File: config.mk
export PLATFORM = sky130hd
export DESIGN_NAME = prog_load_ctrl
export DESIGN_NICKNAME = d
export VERILOG_FILES = /design/src/rtl/prog_load_ctrl.sv
export SDC_FILE = /design/constraint.sdc
export NUM_CORES = 1
export LEC_CHECK = 0
export CAP_MARGIN = 0
export CORE_AREA = 2 2 196 198
export CTS_BUF_LIST = sky130_fd_sc_hd__clkbuf_8
export DETAILED_ROUTE_END_ITERATION = 7
export DIE_AREA = 0 0 198 200
export GPL_ROUTABILITY_DRIVEN = 1
export PLACE_DENSITY = 0.78
export REMOVE_ABC_BUFFERS = 1
export SLEW_MARGIN = 10
export SYNTH_ARGS = -nofsm -noshare
export SYNTH_HDL_FRONTEND = slang
export SYNTH_SLANG_ARGS = --single-unit
File: constraint.sdc
create_clock -name clk -period 14 [get_ports clk]
set_clock_uncertainty 0.05 [all_clocks]
set_input_delay 2.8 -clock clk [delete_from_list [all_inputs] [get_ports clk]]
set_output_delay 2.8 -clock clk [all_outputs]
set_load 0.01 [all_outputs]
File: src/rtl/prog_load_ctrl.sv
// prog_load_ctrl: loads a header-framed word stream into imem (128-bit lines) and dmem (32-bit words),
// holding the core in reset until the load completes.
module prog_load_ctrl #(
   parameter int          ADDR_LEN       = 32,
   parameter logic [31:0] DMEM_BASE      = 32'h0,
   parameter int          IMEM_MAX_LINES = 512,
   parameter int          DMEM_MAX_WORDS = 2048
) (
   input  logic                clk,
   input  logic                reset,
   input  logic                start,
   input  logic [31:0]         in_data,
   input  logic                in_valid,
   output logic                in_ready,
   output logic [ADDR_LEN-1:0] load_addr,
   output logic [127:0]        load_data,
   output logic                we_128,
   output logic                we_32,
   output logic                core_hold,
   output logic                done,
   output logic                error
);
   typedef enum logic [2:0] {IDLE, HDR_I, HDR_D, LOAD_I, PAD, LOAD_D, DONE, ERR} state_t;
   localparam logic [31:0] NOP = 32'h0000_0013;
   localparam logic [33:0] IMEM_MAX_WORDS = 34'(IMEM_MAX_LINES) << 2;
   state_t state_q, state_d;
   logic [31:0] ni_q, ni_d, nd_q, nd_d, cnt_q, cnt_d;
   logic [127:0] line_q, line_d, load_data_q, load_data_d, line_ins, line_pad;
   logic [ADDR_LEN-1:0] load_addr_q, load_addr_d, line_addr, dmem_addr;
   logic we_128_q, we_128_d, we_32_q, we_32_d, in_ready_q, in_ready_d;
   logic done_q, done_d, error_q, error_d, core_hold_q, core_hold_d;
   logic hs;
   logic [1:0] slot;
   assign hs        = in_valid & in_ready_q;
   assign slot      = cnt_q[1:0];
   assign line_addr = ADDR_LEN'({cnt_q[31:2], 4'b0});
   assign dmem_addr = ADDR_LEN'(34'(DMEM_BASE) + {cnt_q, 2'b0});
   always_comb begin
      line_ins = line_q;
      line_ins[{slot, 5'b0} +: 32] = in_data;
      line_pad = line_q;
      for (int i = 0; i < 4; i++)
         if (2'(i) >= slot) line_pad[i*32 +: 32] = NOP;
   end
   always_comb begin
      state_d     = state_q;
      ni_d        = ni_q;
      nd_d        = nd_q;
      cnt_d       = cnt_q;
      line_d      = line_q;
      load_addr_d = load_addr_q;
      load_data_d = load_data_q;
      we_128_d    = 1'b0;
      we_32_d     = 1'b0;
      case (state_q)
         IDLE, DONE, ERR: if (start) begin
            state_d = HDR_I;
            cnt_d   = '0;
            line_d  = '0;
         end
         HDR_I: if (hs) begin
            ni_d    = in_data;
            state_d = HDR_D;
         end
         HDR_D: if (hs) begin
            nd_d    = in_data;
            state_d = ({2'b0, ni_q} > IMEM_MAX_WORDS || in_data > 32'(DMEM_MAX_WORDS)) ? ERR :
                      ni_q != 0 ? LOAD_I : in_data != 0 ? LOAD_D : DONE;
         end
         LOAD_I: if (hs) begin
            cnt_d  = cnt_q + 32'd1;
            line_d = line_ins;
            if (slot == 2'd3) begin
               we_128_d    = 1'b1;
               load_addr_d = line_addr;
               load_data_d = line_ins;
               line_d      = '0;
            end
            if (cnt_q == ni_q - 32'd1) begin
               // a partial last line keeps cnt so PAD knows which slots to fill
               state_d = slot != 2'd3 ? PAD : nd_q != 0 ? LOAD_D : DONE;
               if (slot == 2'd3) cnt_d = '0;
            end
         end
         PAD: begin
            we_128_d    = 1'b1;
            load_addr_d = line_addr;
            load_data_d = line_pad;
            line_d      = '0;
            cnt_d       = '0;
            state_d     = nd_q != 0 ? LOAD_D : DONE;
         end
         LOAD_D: if (hs) begin
            we_32_d     = 1'b1;
            load_addr_d = dmem_addr;
            load_data_d = {in_data, 96'b0};
            cnt_d       = cnt_q + 32'd1;
            if (cnt_q == nd_q - 32'd1) state_d = DONE;
         end
         default: state_d = IDLE;
      endcase
      in_ready_d  = state_d inside {HDR_I, HDR_D, LOAD_I, LOAD_D};
      done_d      = state_q == DONE && state_d == DONE;
      error_d     = state_q == ERR && state_d == ERR;
      core_hold_d = !done_d;
   end
   always_ff @(posedge clk or posedge reset) begin
      if (reset) begin
         state_q     <= IDLE;
         ni_q        <= '0;
         nd_q        <= '0;
         cnt_q       <= '0;
         line_q      <= '0;
         load_addr_q <= '0;
         load_data_q <= '0;
         we_128_q    <= 1'b0;
         we_32_q     <= 1'b0;
         in_ready_q  <= 1'b0;
         done_q      <= 1'b0;
         error_q     <= 1'b0;
         core_hold_q <= 1'b1;
      end else begin
         state_q     <= state_d;
         ni_q        <= ni_d;
         nd_q        <= nd_d;
         cnt_q       <= cnt_d;
         line_q      <= line_d;
         load_addr_q <= load_addr_d;
         load_data_q <= load_data_d;
         we_128_q    <= we_128_d;
         we_32_q     <= we_32_d;
         in_ready_q  <= in_ready_d;
         done_q      <= done_d;
         error_q     <= error_d;
         core_hold_q <= core_hold_d;
      end
   end
   assign in_ready  = in_ready_q;
   assign load_addr = load_addr_q;
   assign load_data = load_data_q;
   assign we_128    = we_128_q;
   assign we_32     = we_32_q;
   assign core_hold = core_hold_q;
   assign done      = done_q;
   assign error     = error_q;
endmodule

Word-level counts from Yosys, hierarchy flattened

Cells that the tools add are included.

Bits in latches: 0
Bits in registers: 393
ROM bits: 0
Bits in writable memories: 0
Output and inout port bits: 166
Logic and storage cells: 106
Input bits: 36
Memories kept: 0

Bitwise gates (word level): 1
Muxes and demuxes: 41
Multiply operators: 0
Shifts and indexed selects: 2
Magnitude comparators: 6
Reduce and logical (&&, ||, !) cells: 18
Equality and inequality tests: 21
Divide/modulo/power cells: 0
$add $sub $neg: 4

Operators with widths:

| kind                                                             | number |
|---|---|
| two-way mux 128 bit                                              | 6 |
| one-hot mux 128 bit (3 select lines)                             | 2 |
| two-way mux 32 bit                                               | 12 |
| bitwise mux 128 bit                                              | 1 |
| one-hot mux 32 bit (4 select lines)                              | 1 |
| variable shift 32 x 9 -> 128 bit, first input constant           | 1 |
| indexed part select 32 x 9 -> 128 bit                            | 1 |
| one-hot mux 32 bit (3 select lines)                              | 1 |
| nonzero test 32 bit                                              | 3 |
| equality test 32 bit                                             | 2 |
| greater-than comparator 32 x 12 -> 1 bit, second input constant  | 2 |
| subtractor 32 x 1 -> 32 bit, second input constant               | 2 |
| adder 32 x 1 -> 32 bit, second input constant                    | 1 |
| two-way mux 3 bit                                                | 10 |
| equality test 3 bit, second input constant                       | 7 |
| one-hot mux 3 bit (6 select lines)                               | 1 |
| equality test 3 x 2 -> 1 bit, second input constant              | 4 |
| != test 2 bit, second input constant                             | 5 |
| negator 7 -> 9 bit                                               | 1 |
| AND reduction 4 bit                                              | 2 |
| nonzero test 4 bit                                               | 2 |
| equality test 3 x 1 -> 1 bit, second input constant              | 2 |
| nonzero test 3 bit                                               | 2 |
| greater-or-equal comparator 1 x 2 -> 1 bit, first input constant | 2 |
| 13 further kinds                                                 | 20 |

Longest topological paths before layout

Word-level depth: 9
Gate-level depth with buffers: 13
Mapped depth without buffers: 11

Worst setup path after synthesis

Ideal clock, no wire load.

Kind: input to register
Start point: in in_valid
End point: reg cnt_q[31]
Slack: 9.000 ns
Data arrival time: 4.825 ns
Stages: 10
Buffers on the path: 2
Cell sequence: and2_1 -> clkbuf_1 -> o22ai_1 -> a221o_1 -> nor4_1 -> and3_1 -> clkbuf_1 -> nand4_1 -> xor2_1 -> nor2_1

Word-level cells in the longest chain between the ends: 3

Ends and longest elaborated chain:

| what                              | RTL line | source |
|---|---|---|
| from (decl)                       | 13       | `input logic in_valid,` |
| bitwise AND 1 bit (*)             | 34       | `assign hs = in_valid & in_ready_q;` |
| != test 2 bit (no line)           | n/a      |  |
| AND reduction 4 bit (no line) (*) | n/a      |  |
| to (signal assigned)              | 126      | `cnt_q <= cnt_d;` |
| to (decl)                         | 27       | `logic [31:0] ni_q, ni_d, nd_q, nd_d, cnt_q, cnt_d;` |

Every way passes the cells marked *; elsewhere a longest branch is shown, timed or not.
A chain may end at the register's enable or synchronous reset.

Final worst setup path

Start point: in in_data[3]
End point: reg in_ready_q, in the netlist in_ready

Word-level cells in the longest chain between the ends: 8

Ends and longest elaborated chain:

| what                                                                             | RTL line | source |
|---|---|---|
| from (decl)                                                                      | 12       | `input logic [31:0] in_data,` |
| branches (longest 3 deep; another with greater-than comparator 32 x 12 -> 1 bit) | n/a      |  |
| two-way mux 3 bit (*)                                                            | 67       | `state_d = ({2'b0, ni_q} > IMEM_MAX_WORDS \|\| in_data > 32'(DMEM_MAX_WORDS)) ? ERR :` |
| two-way mux 3 bit (*)                                                            | 65       | `HDR_D: if (hs) begin` |
| one-hot mux 3 bit (6 select lines) (*)                                           | 55       | `case (state_q)` |
| equality test 3 x 1 -> 1 bit, or another cell as far along                       | 102      | `in_ready_d = state_d inside {HDR_I, HDR_D, LOAD_I, LOAD_D};` |
| nonzero test 4 bit (*)                                                           | 102      |  |
| via in_ready_d                                                                   | 30       | `logic we_128_q, we_128_d, we_32_q, we_32_d, in_ready_q, in_ready_d;` |
| to (signal assigned)                                                             | 132      | `in_ready_q <= in_ready_d;` |
| to (decl)                                                                        | 30       |  |

Mark *: on every way through the listed nets, which the timed path passes.

==> flow_summary.json <==
{
  "r2r_cells": 9,
  "mostFrequentLayoutCell": "dfrtp_1",
  "n_antenna_cell": 0,
  "drtIter0Drc": 1735,
  "cap_violations": 0,
  "syn_avg_cell_area_um2": 9.53,
  "post-place-cells": 2655,
  "grt_pass1_vias": 16900,
  "end_kind": "flip-flop",
  "reg2reg_slack_ns": 8.90,
  "die_h_um": 200,
  "p_per_area_nw_per_um2": 207,
  "design_area_um2": 23600,
  "via_per_inst": 6.30,
  "synth_top_cell_by_area": "dfrtp_1",
  "synthCells": 2104,
  "post-route-min-period_ns": 5.65,
  "portBuffers": 199,
  "crit_type": "in2reg",
  "initial_utilization": 0.536,
  "synthArstFlopShare": 1.00,
  "ys_seq_area_frac": 0.488,
  "switching_share": 0.409,
  "seqPwrFrac": 0.387,
  "crit_fanout": 11,
  "finalNetCount": 2255,
  "holdWs_ns": 0.439,
  "fillers": 3066,
  "cp.required_ns": 14.48,
  "fin_crit_sh": 0.403,
  "dr.pass1.iters": 7,
  "worst-slew-pin-transition_ns": 1.28,
  "area_delta_synth_final_pct": 17.5,
  "setup_tns_ns": 0,
  "synth_edf_count": 0,
  "core_um2": 37400,
  "rows": 71,
  "status": "complete, no violations",
  "track_usage": 0.316,
  "totalWireLength_mm": 62.1,
  "clock_power_share": 0.203,
  "drive_above_1_share": 0.114,
  "routedWlPerCell_um": 22.4,
  "grt.overflow.total": 0,
  "post-dp-hpwl_mm": 40.0,
  "numCtsBuffers": 61,
  "die_w_um": 198,
  "synthTopCellsByArea": "dfrtp_1, a21oi_1, a22o_1",
  "drc_errors": 0,
  "internal_power_w": 0.00288,
  "layout_common_cells": "dfrtp_1, a21oi_1, nor2_1",
  "gp_congestion": 0.938,
  "pwr-share-comb": 0.410,
  "yosysUniqueCellTypes": 83,
  "fin_cells": 2766,
  "start_kind": "input port",
  "clockBufferDepth": 3,
  "clock_latency_ns": 0.70,
  "yosysWarnings": 0,
  "setup_viol": 0,
  "rsz0062_at_grt": "false",
  "ios": 202,
  "grt_pass1_wl_mm": 96.9,
  "cts_tree": "yes",
  "fmax_mhz": 177,
  "p_leak_nw": 10.1,
  "cts_hold_buf": 0,
  "synth_ff_type": "dfrtp_1",
  "switchingPower_w": 0.00199,
  "grt_max_degree": 130,
  "ir_drop_mv": 0.199,
  "cts-resized-gates": 0,
  "dieArea_um2": 39600,
  "drtAntennaViolNets": 0,
  "hold_class": "reg2reg",
  "dpl_cell_area_um2": 22300,
  "hold_viol": 0,
  "synth_top_area_frac": 0.487,
  "syn_area_um2": 20100,
  "h-tree-depth": 2,
  "finalMaxSlewViolations": 0,
  "clkTransAtPathRegs_ns": 0.06,
  "num_vias": 17400,
  "root_buffer": "clkbuf_8",
  "cts_setup_buffers": 0,
  "cp_data_arrival_time_ns": 6.13,
  "ys_ff_latch": 391,
  "antenna_found_initial": 1,
  "slew_headroom": 0.146,
  "worstHoldPathCells": 1,
  "cts_sinks": 391,
  "total_power_w": 0.00487
}
[cell families after synthesis]
group / after synthesis / synth area share
xor+xnor: 101 / 0.0441
buf+inv: 219 / 0.0429
fa+ha+maj: 12 / 0.00749
simple gates: 662 / 0.165
flops: 391 / 0.488
mux: 93 / 0.0519
other cells: 1 / 0.000187
compound gates: 625 / 0.201
[critical path, stage by stage]
cell and delay (ns):
clkdlybuf4s50_1 0.64, nor4_1 0.54, nand3_1 0.30, a2111oi_0 0.70
nand3_1 0.27, nor4_1 0.25, nor2_1 0.08, o32a_1 0.18
a211oi_1 0.24, mux2i_1 0.11
[metal layers]
| layer | up-vias | part of all wire | track usage |
|---|---|---|---|
| met1 | 8663 | 0.42 | 0.438 |
| met3 | 124 | 0.087 | 0.0538 |
| met4 | 0 | 0.032 | 0.120 |
| met2 | 910 | 0.46 | 0.502 |
| li1 | 7720 | - | - |
| met5 | - | 0 | 0 |
[path summary, 6_finish.rpt]
kind / startpoint / to
setup / recovery: in_data[3] / in_ready
hold / removal: load_data[1] / load_data[1]
setup reg to reg: nd_q[2] / in_ready
hold reg to reg: load_data[1] / load_data[1]
max in group asynchronous: reset / cnt_q[2]
min in group asynchronous: reset / load_data[89]
[flip-flops by register name, indices dropped and copies added, names as in the netlist]
| name | count |
|---|---|
| nd_q | 32 |
| cnt_q | 32 |
| line_q | 128 |
| we_32 | 1 |
| done | 1 |
| state_q | 3 |
| ni_q | 32 |
| load_data | 128 |
| we_128 | 1 |
| error | 1 |
| core_hold | 1 |
| in_ready | 1 |
| load_addr | 30 |
[cell type report]
cell class | count | area [µm²] | area share
clock buffers | 79 | 1090 | 0.0462
clock inverters | 32 | 168 | 0.00712
inverters | 25 | 101 | 0.00430
multi-input cells | 1495 | 9530 | 0.405
flip-flops and latches | 391 | 9790 | 0.415
well taps | 511 | 639 | 0.0271
repair buffers | 233 | 2250 | 0.0954
[power by group through the flow]
| stage | clock [W] | sequential [W] | combinational (W) |
|---|---|---|---|
| 2_1_floorplan | 0 | 0.00184 | 0.00110 |
| 3_3_place_gp | 0 | 0.00187 | 0.00193 |
| 3_5_place_dp | 0 | 0.00188 | 0.00197 |
| 4_1_cts | 0.00100 | 0.00187 | 0.00199 |
| 5_1_grt | 0.00104 | 0.00192 | 0.00216 |
| 6_report | 0.000988 | 0.00189 | 0.00200 |
[metrics by stage]
step | util | setup WS [ns]
2_1_floorplan | - | 0.282
3_3_place_gp | 0.596 | 7.78
3_5_place_dp | 0.596 | 7.73
4_1_cts | 0.630 | 8.43
5_1_grt | 0.630 | 8.15
6_report | 0.630 | 8.35
[cells in the mapped netlist, types with 11 or more instances]
cell and count:
nor4_1 40, nor2_1 294, nand3_1 37, dfrtp_1 390, a22oi_1 28, nor3_1 29, and3_1 12, a21oi_1 314
inv_1 25, nand4_1 18, xnor2_1 52, a22o_1 129, mux2_2 88, o21ai_0 40, nand2_1 58, o21a_1 13
o211ai_1 13, ha_1 12, xor2_1 49, a31oi_1 11, clkbuf_1 178, nor2b_1 102
No activity file was read; power rests on OpenSTA's default activity.
